## config.mk

```make
export PLATFORM = sky130hd
export DESIGN_NAME = mem_stage_lsu
export DESIGN_NICKNAME = d
export VERILOG_FILES = /design/src/rtl/mem_stage_lsu.sv
export SDC_FILE = /design/constraint.sdc
export NUM_CORES = 1
export LEC_CHECK = 0
export CAP_MARGIN = 20
export CELL_PAD_IN_SITES_DETAIL_PLACEMENT = 1
export CELL_PAD_IN_SITES_GLOBAL_PLACEMENT = 1
export CORE_MARGIN = 3
export CORE_UTILIZATION = 25
export CTS_CLUSTER_SIZE = 40
export DETAILED_ROUTE_END_ITERATION = 7
export GPL_ROUTABILITY_DRIVEN = 1
export PLACE_DENSITY = 0.63
export SYNTH_ARGS = -nofsm -noshare
export SYNTH_HDL_FRONTEND = slang
export SYNTH_SLANG_ARGS = --single-unit
export TNS_END_PERCENT = 10
```

## constraint.sdc

```tcl
create_clock -name clk -period 3.9 [get_ports clk]
set_input_delay 0.78 -clock clk [delete_from_list [all_inputs] [get_ports clk]]
set_output_delay 0.78 -clock clk [all_outputs]
set_load 0.01 [all_outputs]
```

## src/rtl/mem_stage_lsu.sv

```systemverilog
// MEM pipeline stage: holds loads until the data-RAM response arrives,
// buffers it across WB stalls, extracts/extends load data, drives bypass.
module mem_stage_lsu #(
  parameter int DATA_W    = 32,
  parameter int PC_W      = 32,
  parameter int RF_ADDR_W = 5
) (
  input  logic                 clk,
  input  logic                 reset,
  input  logic                 exe_to_mem_valid,
  output logic                 mem_allow_in,
  input  logic [PC_W-1:0]      exe_pc_plus_4,
  input  logic [DATA_W-1:0]    exe_alu_res,
  input  logic [RF_ADDR_W-1:0] exe_rf_waddr,
  input  logic                 exe_rf_we,
  input  logic [1:0]           exe_sel_rf_wdata,
  input  logic                 exe_mem_re,
  input  logic [2:0]           exe_load_op,
  input  logic [DATA_W-1:0]    data_rdata,
  input  logic                 data_rdata_ok,
  input  logic                 wb_allow_in,
  output logic                 mem_to_wb_valid,
  output logic [PC_W-1:0]      wb_pc_plus_4,
  output logic [RF_ADDR_W-1:0] wb_rf_waddr,
  output logic                 wb_rf_we,
  output logic [DATA_W-1:0]    wb_rf_wdata,
  output logic                 fwd_valid,
  output logic [RF_ADDR_W-1:0] fwd_waddr,
  output logic [DATA_W-1:0]    fwd_data,
  output logic                 fwd_pending
);

  localparam int OFF_W = $clog2(DATA_W / 8);
  localparam logic [OFF_W-1:0] HALF_M = ~(OFF_W'(1));
  localparam logic [OFF_W-1:0] WORD_M = ~(OFF_W'(3));

  typedef enum logic [1:0] {
    EMPTY,
    WAIT,
    READY
  } state_t;

  typedef struct packed {
    logic [PC_W-1:0]      pc_plus_4;
    logic [DATA_W-1:0]    alu_res;
    logic [RF_ADDR_W-1:0] rf_waddr;
    logic                 rf_we;
    logic [1:0]           sel;
    logic                 mem_re;
    logic [2:0]           load_op;
  } mem_inst_t;

  state_t            state;
  state_t            state_nxt;
  mem_inst_t         inst;
  logic [DATA_W-1:0] resp_buf;
  logic              buf_we;
  logic              mem_valid;
  logic              buf_valid;
  logic              ready_go;
  logic              accept;
  logic              take;

  logic [DATA_W-1:0] src;
  logic [DATA_W-1:0] sh;
  logic [OFF_W-1:0]  off;
  logic [OFF_W-1:0]  lane;
  logic [63:0]       sh64;
  logic [63:0]       ld64;
  logic [DATA_W-1:0] ld_data;

  // A held load in READY always owns valid buffered data.
  assign mem_valid = (state != EMPTY);
  assign buf_valid = (state == READY) & inst.mem_re;
  assign ready_go  = ~inst.mem_re | buf_valid | data_rdata_ok;

  assign mem_to_wb_valid = mem_valid & ready_go;
  assign mem_allow_in    = ~mem_valid | (wb_allow_in & ready_go);
  assign accept          = exe_to_mem_valid & mem_allow_in;
  assign take            = mem_to_wb_valid & wb_allow_in;

  always_comb begin
    state_nxt = state;
    buf_we    = 1'b0;
    if (accept) begin
      state_nxt = exe_mem_re ? WAIT : READY;
    end else if (take) begin
      state_nxt = EMPTY;
    end else if ((state == WAIT) && data_rdata_ok) begin
      state_nxt = READY;
      buf_we    = 1'b1;
    end
  end

  always_ff @(posedge clk) begin
    if (reset) begin
      state    <= EMPTY;
      inst     <= '0;
      resp_buf <= '0;
    end else begin
      state <= state_nxt;
      if (accept) begin
        inst.pc_plus_4 <= exe_pc_plus_4;
        inst.alu_res   <= exe_alu_res;
        inst.rf_waddr  <= exe_rf_waddr;
        inst.rf_we     <= exe_rf_we;
        inst.sel       <= exe_sel_rf_wdata;
        inst.mem_re    <= exe_mem_re;
        inst.load_op   <= exe_load_op;
      end
      if (buf_we) begin
        resp_buf <= data_rdata;
      end
    end
  end

  // Extraction is done in a 64-bit frame and truncated, so the 32-bit
  // build folds LWU/LD onto LW without width-specific branches.
  always_comb begin
    src = buf_valid ? resp_buf : data_rdata;
    off = inst.alu_res[OFF_W-1:0];
    case (inst.load_op)
      3'd0, 3'd1: lane = off;
      3'd2, 3'd3: lane = off & HALF_M;
      3'd6:       lane = (DATA_W == 64) ? '0 : (off & WORD_M);
      default:    lane = off & WORD_M;
    endcase
    sh   = src >> {lane, 3'b000};
    sh64 = 64'(sh);
    case (inst.load_op)
      3'd0:    ld64 = {{56{sh64[7]}}, sh64[7:0]};
      3'd1:    ld64 = {56'b0, sh64[7:0]};
      3'd2:    ld64 = {{48{sh64[15]}}, sh64[15:0]};
      3'd3:    ld64 = {48'b0, sh64[15:0]};
      3'd5:    ld64 = {32'b0, sh64[31:0]};
      3'd6:    ld64 = sh64;
      default: ld64 = {{32{sh64[31]}}, sh64[31:0]};
    endcase
    ld_data = DATA_W'(ld64);
  end

  always_comb begin
    wb_rf_wdata = inst.alu_res;
    unique case (inst.sel)
      2'd1:    wb_rf_wdata = ld_data;
      2'd2:    wb_rf_wdata = DATA_W'(inst.pc_plus_4);
      default: wb_rf_wdata = inst.alu_res;
    endcase
  end

  assign wb_pc_plus_4 = inst.pc_plus_4;
  assign wb_rf_waddr  = inst.rf_waddr;
  assign wb_rf_we     = inst.rf_we;

  assign fwd_valid   = mem_valid & inst.rf_we & (inst.rf_waddr != '0);
  assign fwd_waddr   = inst.rf_waddr;
  assign fwd_data    = wb_rf_wdata;
  assign fwd_pending = fwd_valid & inst.mem_re & ~buf_valid & ~data_rdata_ok;

endmodule
```

## Word level (Yosys, flattened, before mapping)

Index checks and enable logic that the tools add are counted.

| operators by class | value |
|---|---|
| equal/unequal tests | 9 |
| shift operators | 1 |
| muxes and demuxes | 11 |
| bitwise logic cells | 17 |
| reductions and logical operators | 8 |

Operators with widths:

| cell | number |
|---|---|
| 32-bit one-hot mux with 5 select lines | 1 |
| 32-bit one-hot mux with 2 select lines | 1 |
| 32-bit 2-to-1 mux | 1 |
| 32-bit by 5-bit right shift with 32-bit output | 1 |
| 1-bit bitwise AND | 10 |
| 2-bit 2-to-1 mux | 4 |
| 3-bit by 2-bit == test with 1-bit output (second input constant) | 2 |
| 3-bit == test (second input constant) | 2 |
| 2-bit OR reduction | 3 |
| 5-bit nonzero test | 1 |
| 2-bit by 1-bit == test with 1-bit output (second input constant) | 2 |
| 2-bit == test (second input constant) | 2 |
| 1-bit NOT | 4 |
| 2-bit one-hot mux with 2 select lines | 1 |
| 3-bit by 1-bit == test with 1-bit output (second input constant) | 1 |
| 3-bit logical NOT | 1 |
| 1-bit 2-to-1 mux | 3 |
| 1-bit OR | 3 |
| 3-bit nonzero test | 1 |
| 2-bit nonzero test | 1 |
| 1-bit logical AND | 1 |

| word-level totals | value |
|---|---|
| flip-flop bits (word level) | 110 |
| output and inout port bits | 111 |
| word-level logic and storage cells | 55 |

## Logic depth before layout (Yosys ltp)

Gate-level depths: netlist of run 1.

| depth | value |
|---|---|
| depth in word-level cells | 8 |
| mapped depth | 9 |
| mapped depth without buffers | 6 |

## Worst setup path before layout of run 1

No wires, ideal clock.

| timing | value |
|---|---|
| kind | input port to output port |
| start point | input data_rdata[15] |
| end point | output wb_rf_wdata[16] |
| arrival | 1.935 ns |
| data required time | 3.120 ns |
| path slack | 1.185 ns |
| stages on the path | 5 |
| cells stage by stage | inv_1 o211ai_1 a31oi_4 a311oi_1 buf_4 |

| on the way | value |
|---|---|
| word-level cells in the longest chain between the ends | 4 |

Ends and longest elaborated chain:

| what | RTL line | RTL |
|---|---|---|
| start: declaration | 19 | `input logic [DATA_W-1:0] data_rdata,` |
| 32-bit 2-to-1 mux | 120 | `src = buf_valid ? resp_buf : data_rdata;` |
| 32-bit by 5-bit right shift with 32-bit output | 128 | `sh = src >> {lane, 3'b000};` |
| 32-bit one-hot mux with 5 select lines | 130 | `case (inst.load_op)` |
| 32-bit one-hot mux with 2 select lines | 144 | `unique case (inst.sel)` |
| end: declaration | 26 | `output logic [DATA_W-1:0] wb_rf_wdata,` |

No other way between the ends.

## Worst setup path in the final report of run 1

| timing | value |
|---|---|
| start point | input data_rdata[23] |
| end point | output wb_rf_wdata[26] |

Same word-level chain as after synthesis.

==> reports/qor.yml, run 1 <==
syn_inst: 845
max_stage_delay_ns: 0.61
cp_max_fo: 9
register_area_um2: 2203
rsz0062_at_grt: "no"
cts_hold_buf: 0
dp_hpwl_mm: 20.68
irDropWorstVdd_uv: 154.2
grt_first_pass_wirelength_mm: 44.01
syn_area_um2: 6833
cp.depth: 6
powerDensity_nw_per_um2: 341.2
slew_violations: 0
fin_crit_sh_pct: 97.40
crit_chain: "clkdlybuf4s50_1 > mux4_2 > nand4b_4 > buf_4 > a31oi_1 > clkdlybuf4s50_1"
rows: 59
ant_nets: 0
antenna_found_initial: 3
synth_edf_count: 0
worst_slew_pin_slew_ns: 1.009
layout.nets: 1057
die_area_um2: 29350
fillers: 3102
worst-path-buf-inv: 3
start_kind: "primary input"
critPathSlowestCell: "clkdlybuf4s50_1"
ys_seq_area_share_pct: 32.23
power_leakage_nw: 3.207
grt_pass1_vias: 7208
clk_pin_slew_worst_paths_ns: 0.08
multi_input_area_um2: 3598
syn_nets: 960
area_delta_synth_final_pct: 33.27
start_util_pct: 25.85
path_class: "primary input to primary output"
clock.fmax_ghz: 0.2633
antennaDiodeCount: 0
synthArstFlopShare_pct: 0
finalSetupViolations: 0
ys.flop_type: "dfxtp_1"
finalHoldViolations: 0
fp.dieH_um: 171.3
worstSkewPairLatency_ns: 0.36
r2r-end: "state[1]"
io_buffer_count: 223
hold_end: "resp_buf[14]"
r2r_setup_slack_ns: 1.70
grt_overflow: 0
drt_iter0_drc: 421
wirelength_mm: 28.93
cp_common_cell: "clkdlybuf4s50_1"
finClkSkew_ns: 0.008614
post_drt_via_cell_ratio: 5.338
outcome: "finished clean"
min_path_type: "flop to flop"
setup_tns_ns: 0
required_ns: 3.12
final_util_pct: 34.46
wl_per_cell_um: 22.56
drt_pass1_iterations: 4
cp-end-kind: "primary output"
drive_gt1_share_pct: 8.976
reg2reg_from: "inst[3]"
ys_seq_elements: 110
crit_family: "buffers and inverters"
drc: 0
synth.avg_cell_area_um2: 8.086
grt_use_total_pct: 19.38
cts_buffers: 9
r2r_cells: 5
yosys_warnings: 0
io_pins: 224
cts_tree: "built"
vias: 6843
min_from: "resp_buf[14]"
chipWidth_um: 171.3
slew_headroom_pct: 32.76
place_congestion: 0.8038
grt_max_degree: 78
coreArea_um2: 26430
cts_root_buf: "clkbuf_16"
clkSinkCount: 110
cts_buffer_depth: 2
fin_crit_ns: 3.798
drv_cap: 0
ys_types: 48
whs_path_depth: 2
h-tree-depth: 3
cp.arrival_ns: 3.02
==> area by class of cell <==
class,instances,area share (%)
multi-input cells,539,39.52
repair buffers,253,27.32
inverters,29,1.195
well taps,335,4.603
clock inverters,7,0.7007
flip-flops and latches,110,24.20
clock buffers,9,2.473
==> logic make-up after synthesis <==
| group | synth area share [%] |
|---|---|
| compound gates | 26.92 |
| simple gates | 17.05 |
| buf+inv | 15.88 |
| flops | 32.23 |
| mux | 7.563 |
| fa+ha+maj | 0.3662 |
==> state kept, by name, indices dropped and copies added (netlist names) <==
name          flops
fwd_waddr         5
inst             38
resp_buf         32
wb_pc_plus_4     32
state             2
wb_rf_we          1
==> through the flow <==
| stage | cell area [um2] | setup slack (ns) | total power, W | hold slack [ns] | instances |
|---|---|---|---|---|---|
| finish | 9106 | 0.1016 | 0.003107 | 0.4581 | 1282 |
| global route | 9106 | 0.01998 | 0.003265 | 0.4864 | 1282 |
| CTS | 9086 | 0.008337 | 0.003149 | 0.4590 | 1282 |
| detailed placement | 8782 | 0.07432 | 0.002185 | 0.4479 | 1264 |
| global placement | 8782 | 0.08371 | 0.002180 | 0.4396 | 1264 |
| floorplan | 6833 | 1.185 | 0.001750 | 0.4320 | 845 |
==> tightest hold or removal path, stage by stage (launching register included) <==
cell and delay (ns):
dfxtp_1 0.31, nand2_1 0.05, a21oi_1 0.05
==> placed cells by master (no fill, tap or decap), drive strengths merged, types with 8 or more instances in the layout <==
cell and n:
mux4 17, nand4 76, o21ai 8, a21oi 130, nand2 108, a22oi 11
dfxtp 110, buf 32, clkbuf 9, nor2b 12, a32o 9, mux2i 11
a31oi 17, inv 33, o31ai 79, nor2 11, clkdlybuf4s50 221, o211ai 14
==> worst max path at each step <==
stage / slack (ns) / end / start
5_1_grt: 0.02 / wb_rf_wdata[26] / data_rdata[23]
3_3_place_gp: 0.08 / wb_rf_wdata[31] / data_rdata[23]
6_report: 0.10 / wb_rf_wdata[26] / data_rdata[23]
3_5_place_dp: 0.07 / wb_rf_wdata[31] / data_rdata[23]
2_1_floorplan: 1.18 / wb_rf_wdata[16] / data_rdata[15]
4_1_cts: 0.008 / fwd_data[5] / state[0]
==> cells in the mapped netlist, drive strengths merged (4+ instances only) <==
| cell | instances | area [um2] |
|---|---|---|
| a21oi | 130 | 650.6 |
| dfxtp | 110 | 2202 |
| nand2 | 108 | 405.4 |
| buf | 102 | 730.7 |
| o31ai | 79 | 593.1 |
| nand4 | 76 | 475.5 |
| clkbuf | 65 | 245.2 |
| inv | 29 | 108.9 |
| a31oi | 17 | 121.4 |
| mux4 | 17 | 394.1 |
| o211ai | 14 | 105.1 |
| nor2b | 12 | 75.07 |
| a22oi | 11 | 82.58 |
| mux2i | 11 | 122.6 |
| nor2 | 11 | 41.29 |
| a32o | 9 | 90.09 |
| o21ai | 8 | 40.04 |
| a311oi | 7 | 67.56 |
| nand3b | 5 | 50.05 |
| nand2b | 4 | 27.53 |
==> routing by layer <==
layer / GRT usage (%) / vias up / part of all wire (%)
li1: - / 3250 / -
met1: 25.28 / 3366 / 45
met2: 33.02 / 193 / 48
met3: 3.493 / 28 / 5.4
met4: 5.283 / 6 / 1.6
met5: 0 / - / 0.15
==> where the power goes <==
part           leakage [nW]  total (W)  switching, W  internal [W]
Combinational          2.16   0.000932      0.000464      0.000469
Sequential            0.901    0.00123     0.0000504       0.00118
Clock                 0.143   0.000947      0.000496      0.000451
Total                  3.21    0.00311       0.00101       0.00210
==> timing repair <==
item,in CTS,in global routing
resized for setup,0,4
setup endpoints to repair,25,25
setup buffers,2,0
Note: power is estimated with default switching activity, not from simulation.
==> run 2, diff against run 1 <==
--- a/config.mk
+++ b/config.mk
@@ -14,6 +14,7 @@
 export DETAILED_ROUTE_END_ITERATION = 7
 export GPL_ROUTABILITY_DRIVEN = 1
 export PLACE_DENSITY = 0.63
+export REMOVE_ABC_BUFFERS = 1
 export SYNTH_ARGS = -nofsm -noshare
 export SYNTH_HDL_FRONTEND = slang
 export SYNTH_SLANG_ARGS = --single-unit
==> run 2 against run 1 <==
  * Clock power up 13%
  * Register-to-register slack worse by 0.02 ns
  * Critical endpoint is now wb_rf_wdata[21]
  * Setup slack better by 0.061 ns
  * Highest routed layer unchanged
==> reports/qor.yml, run 2 (synthesis results as in run 1) <==
outcome: "finished clean"
grt_max_degree: 78  # unchanged
min_from: "resp_buf[8]"
path_class: "primary input to primary output"
busiest_layer: "met2"
place_congestion: 0.7718  # -4.0%
rows: 59  # unchanged
wl_per_cell_um: 21.21  # -6.0%
fin_crit_ns: 3.737  # -0.06144 ns
dp_hpwl_mm: 18.31  # -11%
p_total_w: 0.003203  # +3.1%
cp_max_fo: 11  # +2
cp.arrival_ns: 2.96  # -0.06 ns
antenna_found_initial: 2  # -1
drt_pass1_iterations: 4  # unchanged
use_met1_pct: 25.42  # +0.14 points
fillers: 3068  # -1.1%
io_buffer_count: 223  # unchanged
h-tree-depth: 3  # unchanged
power_frac_comb_pct: 28.7  # -1.3 points
largest_register: "inst"
cp_common_cell: "clkdlybuf4s50_1"
die_area_um2: 29350  # unchanged
pwr-share-seq_pct: 38.1  # -1.4 points
p_int_w: 0.002237  # +6.7%
grt_pass1_vias: 6802  # -5.6%
finalHoldViolations: 0  # unchanged
fp.dieH_um: 171.3  # unchanged
slew_headroom_pct: 32.65  # -0.11 points
fin_crit_sh_pct: 95.82  # -1.6 points
start_util_pct: 25.85  # unchanged
crit_family: "buffers and inverters"
register_area_um2: 2202  # about the same
startpoint: "data_rdata[15]"
worst_slew_pin_slew_ns: 1.010  # +0.001602 ns
switchingPower_w: 0.0009660  # -4.4%
critPathSlowestCell: "clkdlybuf4s50_1"
swShare_pct: 30.16  # -2.3 points
worstSkewPairLatency_ns: 0.36  # about the same
finClkSkew_ns: 0.009826  # +0.001212 ns
final_common_cell: "clkdlybuf4s50_1"
cts_tree: "built"
post_drt_via_cell_ratio: 5.300  # -0.70%
vias: 6795  # -0.70%
power_leakage_nw: 3.221  # +0.44%
io_pins: 224  # unchanged
clk_pin_slew_worst_paths_ns: 0.07  # about the same
slew_violations: 0  # unchanged
max_stage_delay_ns: 0.61  # about the same
largest_reg_flops: 38  # unchanged
grt_use_met3_pct: 3.976  # +0.48 points
drc: 0  # unchanged
required_ns: 3.12  # about the same
min_path_type: "flop to flop"
fin_ws_ns: 0.1630  # +0.06144 ns
drv_cap: 0  # unchanged
powerDensity_nw_per_um2: 349.4  # +2.4%
layout.nets: 1055  # -0.19%
grt_overflow: 0  # unchanged
grt_first_pass_wirelength_mm: 41.46  # -5.8%
gr-usage-met2_pct: 28.70  # -4.3 points
worst-path-buf-inv: 4  # +1
irDropWorstVdd_uv: 206.1  # +34%
layout_common_cells: "clkdlybuf4s50_1, a21oi_1, dfxtp_1, nand2_1, o31ai_1"
crit_chain: "clkdlybuf4s50_1 > inv_1 > o211ai_1 > a31oi_4 > buf_12 > a311oi_1 > clkdlybuf4s50_1"
dp_slack_ns: -0.02191  # -0.09622 ns
start_kind: "primary input"
cts_buffers: 9  # unchanged
chipWidth_um: 171.3  # unchanged
rsz0062_at_grt: "no"
area_delta_synth_final_pct: 34.15
cp-end-kind: "primary output"
finalSetupViolations: 0  # unchanged
ant_nets: 0  # unchanged
clkPwrFrac_pct: 33.3  # +2.8 points
drt_iter0_drc: 351  # -17%
cts_root_buf: "clkbuf_16"
drive_gt1_share_pct: 9.101  # +0.12 points
clkSinkCount: 110  # unchanged
cts_buffer_depth: 2  # unchanged
coreArea_um2: 26430  # unchanged
wirelength_mm: 27.20  # -6.0%
multi_input_area_um2: 3623  # +0.70%
reg2reg_from: "inst[3]"
grt_use_total_pct: 18.06  # -1.3 points
clock.fmax_ghz: 0.2676  # +1.6%
run 2: area by class of cell:
cell class                      instances  share of cell area, %
Antenna cell                            2                0.05460
Clock buffer                           10                  2.607
Clock inverter                          6                  1.024
Inverter                               29                  1.188
Multi-Input combinational cell        539                  39.53
Sequential cell                       110                  24.02
Tap cell                              335                  4.573
Timing Repair Buffer                  251                  27.00
run 2: stage by stage:
stage	utilization [%]	hold WS [ns]	setup TNS (ns)	instances	instance area, um2
final	34.68	0.4554	0	1282	9166
after global routing	34.67	0.4772	0	1281	9164
after CTS	34.48	0.4580	-0.06462	1278	9111
after detailed placement	33.17	0.4471	-0.04345	1262	8767
after global placement	33.17	0.4387	0	1262	8767
after floorplan	-	0.4260	-5.919	678	5857
run 2: final timing paths:
path,slack [ns],depth (start not counted),end
hold / removal,0.46,2,resp_buf[8]
setup reg to reg,1.68,5,inst[43]
hold reg to reg,0.46,2,resp_buf[8]
setup / recovery,0.16,7,wb_rf_wdata[21]
run 2: repair_timing:
action,in CTS,in global routing
hold buffers,0,0
setup endpoints to repair,20,32
gates cloned,0,0
pin swaps,1,1
gates resized for setup,3,4
buffers inserted,0,2
run 2: power groups by stage:
| stage | clock [W] | combinational (W) | sequential (W) |
|---|---|---|---|
| after global placement | 0 | 0.000905 | 0.00124 |
| final | 0.00107 | 0.000918 | 0.00122 |
| after global routing | 0.00116 | 0.000992 | 0.00123 |
| after floorplan | 0 | 0.000352 | 0.00125 |
| after CTS | 0.00111 | 0.000917 | 0.00122 |
| after detailed placement | 0 | 0.000911 | 0.00125 |
run 2: worst register-to-register path, stage by stage (launching register included):
cell	delay [ns]
dfxtp_1	0.43
nor2b_1	0.40
o21a_4	0.18
buf_4	0.76
o31ai_1	0.20
a21oi_1	0.18
run 2: per-layer routing:
metal	vias up	wire [um]	share of wire (%)
li1	3247	-	-
met3	20	1599	5.9
met5	-	12	0.044
met2	193	12340	45
met1	3333	12970	48
met4	2	267	0.98
==> run 3, diff against run 2 <==
==> constraint.sdc (replaced) <==
create_clock -name clk -period 3.9 [get_ports clk]
set_input_delay 0.78 -clock clk [delete_from_list [all_inputs] [get_ports clk]]
set_output_delay 0.78 -clock clk [all_outputs]
set_load 0.1 [all_outputs]
==> run 3 against run 2 <==
  * Clock-buffer cell count stayed put
  * Sequential share of layout area shrank 1.5 points
  * Non-clock buffer count grew 3
  * Final cell count about the same
  * Power is 35% higher
  * Clock skew shrank 0.0039 ns
  * Setup slack got worse by 0.096 ns
  * Core utilization is 2.4 points higher
  * Via count rose by 0.40%
  * Hold slack got worse by 0.0016 ns
  * Design area increased by 6.9%
  * Flip-flop and latch count stayed put
  * Largest cell class unchanged
  * Highest routed layer unchanged
==> reports/qor.yml, run 3 (synthesis results as in run 1) <==
ant_nets: 0  # unchanged
power_leakage_nw: 3.575  # +11%
slew_headroom_pct: 30.84  # -1.8 points
place_congestion: 0.7473  # -3.2%
irDropWorstVdd_uv: 231.7  # +12%
vias: 6822  # +0.40%
multi_input_area_um2: 3618  # -0.14%
drc: 0  # unchanged
stdcell_count: 1283  # +0.078%
largest_register: "inst"
coreArea_um2: 26430  # unchanged
min_path_type: "flop to flop"
powerDensity_nw_per_um2: 439.9  # +26%
clkPwrFrac_pct: 23.6  # -9.7 points
start_kind: "primary input"
layout_common_cells: "clkdlybuf4s50_1, a21oi_1, dfxtp_1, nand2_1, o31ai_1"
drive_gt1_share_pct: 16.47  # +7.4 points
largest_reg_flops: 38  # unchanged
power_frac_comb_pct: 48.0  # +19 points
worst_slew_pin_slew_ns: 1.034  # +0.02394 ns
placed_cells: 1267  # +0.40%
fin_crit_sh_pct: 98.28  # +2.5 points
post_drt_via_cell_ratio: 5.317  # +0.32%
start_util_pct: 25.85  # unchanged
cp-end-kind: "primary output"
register_area_um2: 2205  # +0.11%
grt_use_total_pct: 18.38  # +0.32 points
clk_pin_slew_worst_paths_ns: 0.08  # about the same
post-cts-setup-buffers: 0  # unchanged
fin_crit_ns: 3.833  # +0.09585 ns
finClkSkew_ns: 0.005897  # -0.003929 ns
drt_iter0_drc: 344  # -2.0%
required_ns: 3.12  # about the same
cts_hold_buf: 0  # unchanged
chipWidth_um: 171.3  # unchanged
switchingPower_w: 0.001887  # +95%
rows: 59  # unchanged
path_class: "primary input to primary output"
cp.arrival_ns: 3.05  # +0.09 ns
p_int_w: 0.002425  # +8.4%
finalHoldViolations: 0  # unchanged
outcome: "finished clean"
wirelength_mm: 27.51  # +1.2%
antenna_found_initial: 1  # -1
drt_pass1_iterations: 4  # unchanged
finalSetupViolations: 0  # unchanged
cp_max_fo: 12  # +1
grt_max_degree: 78  # unchanged
slew_violations: 0  # unchanged
fin_ws_ns: 0.06718  # -0.09585 ns
die_area_um2: 29350  # unchanged
pwr-share-seq_pct: 28.4  # -9.7 points
dp_slack_ns: 0.05112  # +0.07302 ns
h-tree-depth: 3  # unchanged
wl_per_cell_um: 21.44  # +1.1%
cts_root_buf: "clkbuf_16"
io_buffer_count: 223  # unchanged
io_pins: 224  # unchanged
p_total_w: 0.004312  # +35%
cts_tree: "built"
worstSkewPairLatency_ns: 0.36  # about the same
cts_buffer_depth: 2  # unchanged
clock.fmax_ghz: 0.2609  # -2.5%
swShare_pct: 43.77  # +14 points
dp_hpwl_mm: 18.81  # +2.7%
hold_slack_ns: 0.4539  # -0.001590 ns
clkSinkCount: 110  # unchanged
area_delta_synth_final_pct: 43.45
fp.dieH_um: 171.3  # unchanged
final_util_pct: 37.09  # +2.4 points
grt_pass1_vias: 7069  # +3.9%
grt_overflow: 0  # unchanged
grt_first_pass_wirelength_mm: 42.19  # +1.8%
drv_cap: 0  # unchanged
layout.nets: 1058  # +0.28%
cts_buffers: 9  # unchanged
final_common_cell: "clkdlybuf4s50_1"
fillers: 2986  # -2.7%
rsz0062_at_grt: "yes"
## run 3: power by group through the flow
| stage | logic, W | clock network [W] | registers [W] |
|---|---|---|---|
| 5_1_grt | 0.00215 | 0.00109 | 0.00123 |
| 3_3_place_gp | 0.00206 | 0 | 0.00125 |
| 4_1_cts | 0.00208 | 0.00105 | 0.00122 |
| 6_report | 0.00207 | 0.00102 | 0.00122 |
| 3_5_place_dp | 0.00207 | 0 | 0.00125 |
| 2_1_floorplan | 0.00104 | 0 | 0.00144 |
## run 3: timing repair
| action | 4_1_cts | 5_1_grt |
|---|---|---|
| pin swaps | 1 | 0 |
| setup endpoints to repair | 2 | 28 |
| resized for setup | 0 | 8 |
## run 3: path summary, 6_finish.rpt
| check | from | endpoint | slack (ns) | cells past startpoint |
|---|---|---|---|---|
| setup reg to reg | inst[3] | wb_pc_plus_4[6] | 1.72 | 5 |
| setup / recovery | data_rdata[15] | fwd_data[20] | 0.07 | 6 |
| hold reg to reg | resp_buf[14] | resp_buf[14] | 0.45 | 2 |
| hold / removal | resp_buf[14] | resp_buf[14] | 0.45 | 2 |
## run 3: stage by stage
stage          setup TNS, ns  instance area [um2]
2_1_floorplan        -137.98                 5857
6_report                   0                 9802
3_3_place_gp               0                 9460
5_1_grt              -0.2230                 9799
3_5_place_dp               0                 9460
4_1_cts                    0                 9764
## run 3: critical path: stages
cell and delay (ns):
clkdlybuf4s50_1 0.52, inv_1 0.05, o211ai_1 0.32, a31oi_4 0.31, a311oi_1 0.78, buf_12 0.26
## run 3: final cells by class
cell class / instances / share of cell area [%]
clock buffers: 10 / 2.336
multi-input cells: 539 / 36.92
diodes: 1 / 0.02553
well taps: 335 / 4.276
inverters: 29 / 1.111
flip-flops and latches: 110 / 22.49
repair buffers: 254 / 32.08
clock inverters: 5 / 0.7659
## run 3: layer usage
metal | track usage [%] | routed length [um] | vias to the layer above
li1 | - | - | 3247
met1 | 24.63 | 12790 | 3389
met2 | 30.98 | 13120 | 173
met3 | 4.321 | 1440 | 11
met4 | 2.554 | 145 | 2
met5 | 0 | 17 | -
